===== src/rtl/sha256_kt_sequencer.sv =====
// rtl/sha256_kt_sequencer.sv - Kt constant ROM address sequencer for one SHA-256 block
//
// Walks ROM index 0..N_CYCLES-1 once per accepted start, issuing one BRAM read
// per non-stalled RUN cycle, and re-times a copy of each issued slot by the
// BRAM read latency so the phase/round strobes coincide with the Kt word.
//
// Ports:
//   CLK, rst_n                clock, asynchronous active-low reset
//   start                     block request, taken when start && ready
//   stall                     suppress the next issue slot (RUN only)
//   ready, busy               idle / block in progress (RUN or DRAIN)
//   Kt_en, Kt_t               Kt BRAM read enable and address
//   Kt_wr_en, Kt_wr_addr      unused BRAM write port, tied low
//   load_phase, round_valid   aligned slot is a load slot / a round slot
//   round_num                 round index of the aligned slot (0 otherwise)
//   final_add, done           aligned slot is the last ROM entry; done pulse
module sha256_kt_sequencer #(
    parameter int N_CYCLES    = 72,
    parameter int FIRST_ROUND = 7,
    parameter int N_ROUNDS    = 64,
    parameter int RD_LATENCY  = 2
) (
    input  logic       CLK,
    input  logic       rst_n,
    input  logic       start,
    input  logic       stall,
    output logic       ready,
    output logic       busy,
    output logic       Kt_en,
    output logic [6:0] Kt_t,
    output logic       Kt_wr_en,
    output logic       Kt_wr_addr,
    output logic       load_phase,
    output logic       round_valid,
    output logic [5:0] round_num,
    output logic       final_add,
    output logic       done
);

    localparam int TW = 7;
    // The strobe registers form the last latency stage, so the slot pipe
    // itself is one stage shorter than the read latency.
    localparam int PD = RD_LATENCY - 1;

    localparam logic [TW-1:0] LAST_T = TW'(N_CYCLES - 1);
    localparam logic [TW-1:0] FR_T   = TW'(FIRST_ROUND);
    localparam logic [TW-1:0] END_T  = TW'(FIRST_ROUND + N_ROUNDS);

    typedef enum logic [1:0] {
        S_IDLE  = 2'd0,
        S_RUN   = 2'd1,
        S_DRAIN = 2'd2
    } state_t;

    state_t        state_q, state_d;
    logic [TW-1:0] t_q, t_d;
    logic          ready_q, ready_d;
    logic          busy_q, busy_d;
    logic          kt_en_q, kt_en_d;
    logic [TW-1:0] kt_t_q, kt_t_d;

    logic          pipe_v_q [PD];
    logic [TW-1:0] pipe_t_q [PD];

    logic          tail_v;
    logic [TW-1:0] tail_t;
    logic [TW-1:0] rel_t;

    logic          lp_q, lp_d;
    logic          rv_q, rv_d;
    logic [5:0]    rn_q, rn_d;
    logic          fa_q, fa_d;
    logic          done_q, done_d;

    always_ff @(posedge CLK or negedge rst_n) begin
        if (!rst_n) begin
            state_q <= S_IDLE;
        end else begin
            state_q <= state_d;
        end
    end

    // The first slot (t=0) is issued straight out of IDLE so that it appears
    // the cycle after the start is taken; stall has no say there.
    always_comb begin
        state_d = state_q;
        t_d     = t_q;
        kt_en_d = 1'b0;
        kt_t_d  = kt_t_q;
        case (state_q)
            S_IDLE: begin
                if (start && ready_q) begin
                    state_d = S_RUN;
                    kt_en_d = 1'b1;
                    kt_t_d  = '0;
                    t_d     = TW'(1);
                end
            end
            S_RUN: begin
                if (!stall) begin
                    kt_en_d = 1'b1;
                    kt_t_d  = t_q;
                    if (t_q == LAST_T) begin
                        t_d     = '0;
                        state_d = S_DRAIN;
                    end else begin
                        t_d = t_q + TW'(1);
                    end
                end
            end
            S_DRAIN: begin
                // Leave as the final-add slot is presented, so ready rises
                // on the following cycle.
                if (fa_q) begin
                    state_d = S_IDLE;
                end
            end
            default: begin
                state_d = S_IDLE;
            end
        endcase
        ready_d = (state_d == S_IDLE);
        busy_d  = (state_d != S_IDLE);
    end

    // Decode of the slot leaving the pipe; a stalled issue travels as v=0 and
    // therefore yields no strobe, matching the cleared BRAM output.
    always_comb begin
        tail_v = pipe_v_q[PD-1];
        tail_t = pipe_t_q[PD-1];
        rel_t  = tail_t - FR_T;
        lp_d   = tail_v && (tail_t < FR_T);
        rv_d   = tail_v && (tail_t >= FR_T) && (tail_t < END_T);
        rn_d   = rv_d ? rel_t[5:0] : 6'd0;
        fa_d   = tail_v && (tail_t == LAST_T);
        done_d = fa_d;
    end

    always_ff @(posedge CLK or negedge rst_n) begin
        if (!rst_n) begin
            t_q     <= '0;
            ready_q <= 1'b0;
            busy_q  <= 1'b0;
            kt_en_q <= 1'b0;
            kt_t_q  <= '0;
            for (int i = 0; i < PD; i++) begin
                pipe_v_q[i] <= 1'b0;
                pipe_t_q[i] <= '0;
            end
            lp_q   <= 1'b0;
            rv_q   <= 1'b0;
            rn_q   <= '0;
            fa_q   <= 1'b0;
            done_q <= 1'b0;
        end else begin
            t_q     <= t_d;
            ready_q <= ready_d;
            busy_q  <= busy_d;
            kt_en_q <= kt_en_d;
            kt_t_q  <= kt_t_d;
            pipe_v_q[0] <= kt_en_q;
            pipe_t_q[0] <= kt_t_q;
            for (int i = 1; i < PD; i++) begin
                pipe_v_q[i] <= pipe_v_q[i-1];
                pipe_t_q[i] <= pipe_t_q[i-1];
            end
            lp_q   <= lp_d;
            rv_q   <= rv_d;
            rn_q   <= rn_d;
            fa_q   <= fa_d;
            done_q <= done_d;
        end
    end

    assign ready       = ready_q;
    assign busy        = busy_q;
    assign Kt_en       = kt_en_q;
    assign Kt_t        = kt_t_q;
    assign Kt_wr_en    = 1'b0;
    assign Kt_wr_addr  = 1'b0;
    assign load_phase  = lp_q;
    assign round_valid = rv_q;
    assign round_num   = rn_q;
    assign final_add   = fa_q;
    assign done        = done_q;

endmodule


===== config.mk =====
export PLATFORM = sky130hd
export DESIGN_NAME = sha256_kt_sequencer
export DESIGN_NICKNAME = d
export VERILOG_FILES = /design/src/rtl/sha256_kt_sequencer.sv
export SDC_FILE = /design/constraint.sdc
export NUM_CORES = 1
export LEC_CHECK = 0
export CORE_MARGIN = 5
export CORE_UTILIZATION = 54
export DETAILED_ROUTE_END_ITERATION = 6
export GPL_ROUTABILITY_DRIVEN = 0
export PLACE_DENSITY = 0.79
export SYNTH_ARGS = -nofsm -noshare
export SYNTH_HDL_FRONTEND = slang
export SYNTH_SLANG_ARGS = --single-unit

===== constraint.sdc =====
create_clock -name CLK -period 2.8 [get_ports CLK]
set_input_delay 0.42 -clock CLK [delete_from_list [all_inputs] [get_ports CLK]]
set_output_delay 0.42 -clock CLK [all_outputs]
set_load 0.005 [all_outputs]

# After elaboration in Yosys (flattened, before gate mapping)
# Cells that the tools add are included.
[totals]
register_bits = 36
inputBits = 4
output_inout_bits = 22
word_cells = 49
[classes]
addsub = 2
order_cmp = 3
eq_ne = 6
muxes = 16
n_reduce_logical = 10
[op_table]
columns = ["cell", "n"]
rows = [
  ["7-bit two-way mux", 5],
  ["7-bit case mux with 2 select lines", 2],
  ["7-bit equality test (second input constant)", 2],
  ["2-bit two-way mux", 4],
  ["7-bit by 1-bit adder with 7-bit output (second input constant)", 1],
  ["7-bit by 3-bit >= comparator with 1-bit output (second input constant)", 1],
  ["7-bit by 3-bit < comparator with 1-bit output (second input constant)", 1],
  ["7-bit < comparator (second input constant)", 1],
  ["6-bit two-way mux", 1],
  ["2-bit case mux with 3 select lines", 1],
  ["6-bit by 3-bit subtractor with 6-bit output (second input constant)", 1],
  ["1-bit logical AND", 5],
  ["2-bit zero test", 2],
  ["2-bit != test (second input constant)", 2],
  ["2-bit nonzero test", 2],
  ["3-bit AND reduction", 1],
  ["2-bit by 1-bit equality test with 1-bit output (second input constant)", 1],
  ["2-bit equality test (second input constant)", 1],
  ["1-bit two-way mux", 2],
  ["1-bit case mux with 2 select lines", 1],
]

# Depth between registers and ports, before layout
[logic_depth]
word_depth = 5
ltp_mapped = 6
ltp_nobuf = 6

# Worst setup path before layout
# OpenSTA, ideal clock, no wires.
[synth_timing]
path_kind = "reg-to-reg"
start = "register t_q[5]"
end = "register busy_q (netlist: busy)"
t_arrival_ps = 1241
slack_ps = 1435
stages_incl_launch_ff = 5
path_buffers = 0
path_cell_list = "dfrtp_1 nor4b_2 and3_1 a311oi_1 or2_1"
[synth_via]
elab_chain_len = 5
[synth_lines]
columns = ["element", "line_no", "rtl"]
rows = [
  ["from (decl)", "56", "logic [TW-1:0] t_q, t_d;"],
  ["from (signal assigned)", "156", "t_q <= t_d;"],
  ["7-bit equality test", "103", "if (t_q == LAST_T) begin"],
  ["2-bit two-way mux", "103", ""],
  ["2-bit two-way mux", "100", "if (!stall) begin"],
  ["2-bit case mux with 3 select lines", "90", "case (state_q)"],
  ["net state_d[0]", "55", "state_t state_q, state_d;"],
  ["2-bit nonzero test", "123", "busy_d = (state_d != S_IDLE);"],
  ["net busy_d", "58", "logic busy_q, busy_d;"],
  ["to (signal assigned)", "158", "busy_q <= busy_d;"],
  ["to (decl)", "58", ""],
]
# The timed path passes the listed nets, and every way through them passes these cells.
# A chain may end at the register's enable or synchronous reset.

# Final worst setup path
[layout_timing]
start = "register state_q[0]"
end = "register t_q[5]"
[layout_via]
elab_chain_len = 3
word_cells_on_any_way = 7
cone_classes = "3 x eq/ne; 1 x mux; 3 x reduce/logical"
[layout_lines]
columns = ["element", "line_no", "rtl"]
rows = [
  ["from (decl)", "55", ""],
  ["from (signal assigned)", "79", "state_q <= state_d;"],
  ["2-bit by 1-bit equality test with 1-bit output / 2-bit zero test (equally long branches)", "90", ""],
  ["2-bit != test (no line) / 2-bit nonzero test (equally long branches)", "-", ""],
  ["3-bit AND reduction (no line)", "-", ""],
]
# Parallel ways exist; a longest one is shown, timed or not.

==> flow_metrics.py <==
metrics = {
    "clocking": {
        "worstSkewPairLatency_ns": 0.35,
        "numCtsBuffers": 5,
        "cts_tree": "built",
        "cts.path.max_buffers": 2,
        "cts_root_buffer": "clkbuf_4",
        "h-tree-depth": 2,
        "hold_buffers": 0,
        "post_cts_resized": 0,
        "clk_pin_slew_worst_paths_ns": 0.11,
        "cts_sinks": 36,
        "post_cts_buffers": 0,
    },
    "layout": {
        "final_cell_mix": "dfrtp_1, clkdlybuf4s50_1, nor2_1, a22o_2, a21oi_1",
        "mostFrequentLayoutCell": "dfrtp_1",
        "instances_no_fill": 172,
        "n_fill_cell": 179,
        "antennaDiodeCount": 0,
        "layout.nets": 147,
        "syn_to_final_growth_pct": 22.1,
        "final_layout_size_suffix_gt1_frac": 0.148,
        "design_area_mm2": 0.00177,
    },
    "floorplan": {
        "die_w_um": 61.8,
        "initial_core_util": 0.575,
        "die-area_mm2": 0.00382,
        "num_rows": 18,
        "die_y_um": 61.8,
        "coreArea_mm2": 0.00252,
        "io_pins": 26,
    },
    "pwr": {
        "pwr_density_cell_mw_per_mm2": 901,
        "power_leakage_uw": 0.000800,
        "peakVddDrop_mv": 0.586,
        "power_uw": 1600,
    },
    "critical_path": {
        "critPathTopFamily": "simple AND/OR/NAND/NOR gates",
        "reg2reg_to": "t_q[5]",
        "critical_path.startpoint_type": "register",
        "reg2reg_from": "state_q[0]",
        "cp.required_ns": 3.01,
        "worst-r2r-cell-count": 4,
        "path_cells": "nor3b_4 -> nor2_4 -> a31oi_1 -> nor2_1",
        "path_max_fanout": 14,
        "endpoint_kind": "register",
        "cp.arrival_ns": 2.11,
        "timing.critical_path.buf_inv": 0,
        "worst-setup-path-type": "register to register",
        "crit_cells": 4,
        "slowest_delay_ns": 0.56,
        "timing.reg2reg.setup_slack_ns": 0.91,
        "crit_path_top_delay_cell": "nor3b_4",
    },
    "global_route": {
        "overflow": 0,
        "grtUsageTotal": 0.170,
        "grt_pass1_vias": 960,
        "antenna_found_initial": 0,
        "grt_max_degree": 37,
        "grt_pass1_wl_um": 4550,
    },
    "sta": {
        "hold_violations": 0,
        "clock_skew_ns": 0.0100,
        "fin_crit_ns": 1.89,
        "relSlewSlack": 0.620,
        "finalSetupTns_ns": 0,
        "period_share": 0.676,
        "fmax_ghz": 0.528,
        "drv_slew": 0,
        "rsz0062_at_grt": "no",
        "worst_pin_slew_ns": 0.570,
        "setup_viol": 0,
    },
    "detailed_routing": {
        "dr.first_iter.drc_count": 25,
        "drt-wirelength-per-cell_um": 16.2,
        "ant_nets": 0,
        "via_per_inst": 5.85,
        "drt_pass1_iterations": 4,
        "vias": 1007,
        "drc_errors": 0,
        "drt_wl_total_um": 2780,
    },
    "synthesis": {
        "yosys_warnings": 0,
        "synth-seq-area-share": 0.621,
        "synth_area_per_cell_um2": 12.7,
        "ys_seq_elements": 36,
        "synth_flop_cell": "dfrtp_1",
        "synthArstFlopShare": 1.00,
        "synth_cell_types": 37,
        "synth-edff-count": 0,
        "syn_inst": 114,
        "syn_area_mm2": 0.00145,
    },
    "hold_path": {
        "whs_path_depth": 0,
        "hp-start": "Kt_en",
        "min_path_type": "register to register",
        "hold_end": "pipe_v_q",
    },
    "run": {
        "max_cap_violations": 0,
    },
    "placed_design": {
        "port_buffers": 23,
        "hpwl_um": 1910,
        "dp_cells": 164,
        "placedInstanceArea_mm2": 0.00169,
    },
    "status": {
        "status": "finished clean",
    },
}
worst max path at each step:
| stage | slack (ns) | to | from |
|---|---|---|---|
| finish | 0.91 | t_q[5] | state_q[0] |
| global route | 0.70 | t_q[5] | state_q[0] |
| CTS | 0.92 | t_q[5] | state_q[0] |
| detailed placement | 0.61 | t_q[5] | stall |
| global placement | 0.71 | t_q[6] | stall |
| floorplan | 1.44 | busy | t_q[5] |
logic make-up after synthesis:
group / after synthesis / synth area share
buffers and inverters: 9 / 0.0371
other: 1 / 0.00259
adder cells (fa/ha/maj): 2 / 0.0173
XOR/XNOR: 7 / 0.0423
AO/OA/AOI/OAI: 26 / 0.134
flip-flops: 36 / 0.621
AND/OR/NAND/NOR: 33 / 0.146
through the flow:
stage | hold slack, ns | util | setup WS (ns)
6_report | 0.402 | 0.702 | 0.906
5_1_grt | 0.427 | 0.702 | 0.703
4_1_cts | 0.405 | 0.702 | 0.916
3_5_place_dp | 0.382 | 0.670 | 0.612
2_1_floorplan | 0.124 | - | 1.44
3_3_place_gp | 0.364 | 0.670 | 0.707
synth_stat cells (2+ instances only):
| master | count | area (µm²) |
|---|---|---|
| nor3b_1 | 2 | 15.0 |
| a22o_2 | 7 | 70.1 |
| nand2_1 | 4 | 15.0 |
| nand3_1 | 4 | 20.0 |
| xnor2_1 | 3 | 26.3 |
| ha_1 | 2 | 25.0 |
| o21ai_0 | 4 | 20.0 |
| xor2_1 | 4 | 35.0 |
| dfrtp_1 | 36 | 901 |
| a21oi_1 | 6 | 30.0 |
| inv_1 | 4 | 15.0 |
| nor2_1 | 9 | 33.8 |
| buf_4 | 3 | 22.5 |
| o2111ai_1 | 2 | 17.5 |
| o211ai_1 | 2 | 15.0 |
flip-flops by register name (all words and copies together), names as in the netlist:
register / cells
Kt_en: 1
Kt_t: 7
busy: 1
done: 1
load_phase: 1
pipe_t_q: 7
pipe_v_q: 1
ready: 1
round_num: 6
round_valid: 1
state_q: 2
t_q: 7
metal layers:
metal	vias to the layer above	wire (µm)	GRT usage
met3	16	188	0.0640
met5	-	0	0
li1	462	-	-
met2	43	1360	0.263
met4	0	116	0.0970
met1	486	1120	0.204
where the power goes:
| part | internal (µW) | total (µW) | switching [µW] |
|---|---|---|---|
| sequential | 656 | 796 | 140 |
| clock | 186 | 365 | 179 |
| combinational | 260 | 434 | 174 |
layout make-up:
class / instances / area (µm²) / share of cell area
Clock buffer: 5 / 37.5 / 0.0212
Clock inverter: 3 / 42.5 / 0.0240
Inverter: 4 / 15.0 / 0.00848
Multi-Input combinational cell: 70 / 499 / 0.282
Sequential cell: 36 / 901 / 0.509
Tap cell: 30 / 37.5 / 0.0212
Timing Repair Buffer: 24 / 238 / 0.134
(Power assumes the default switching activity.)
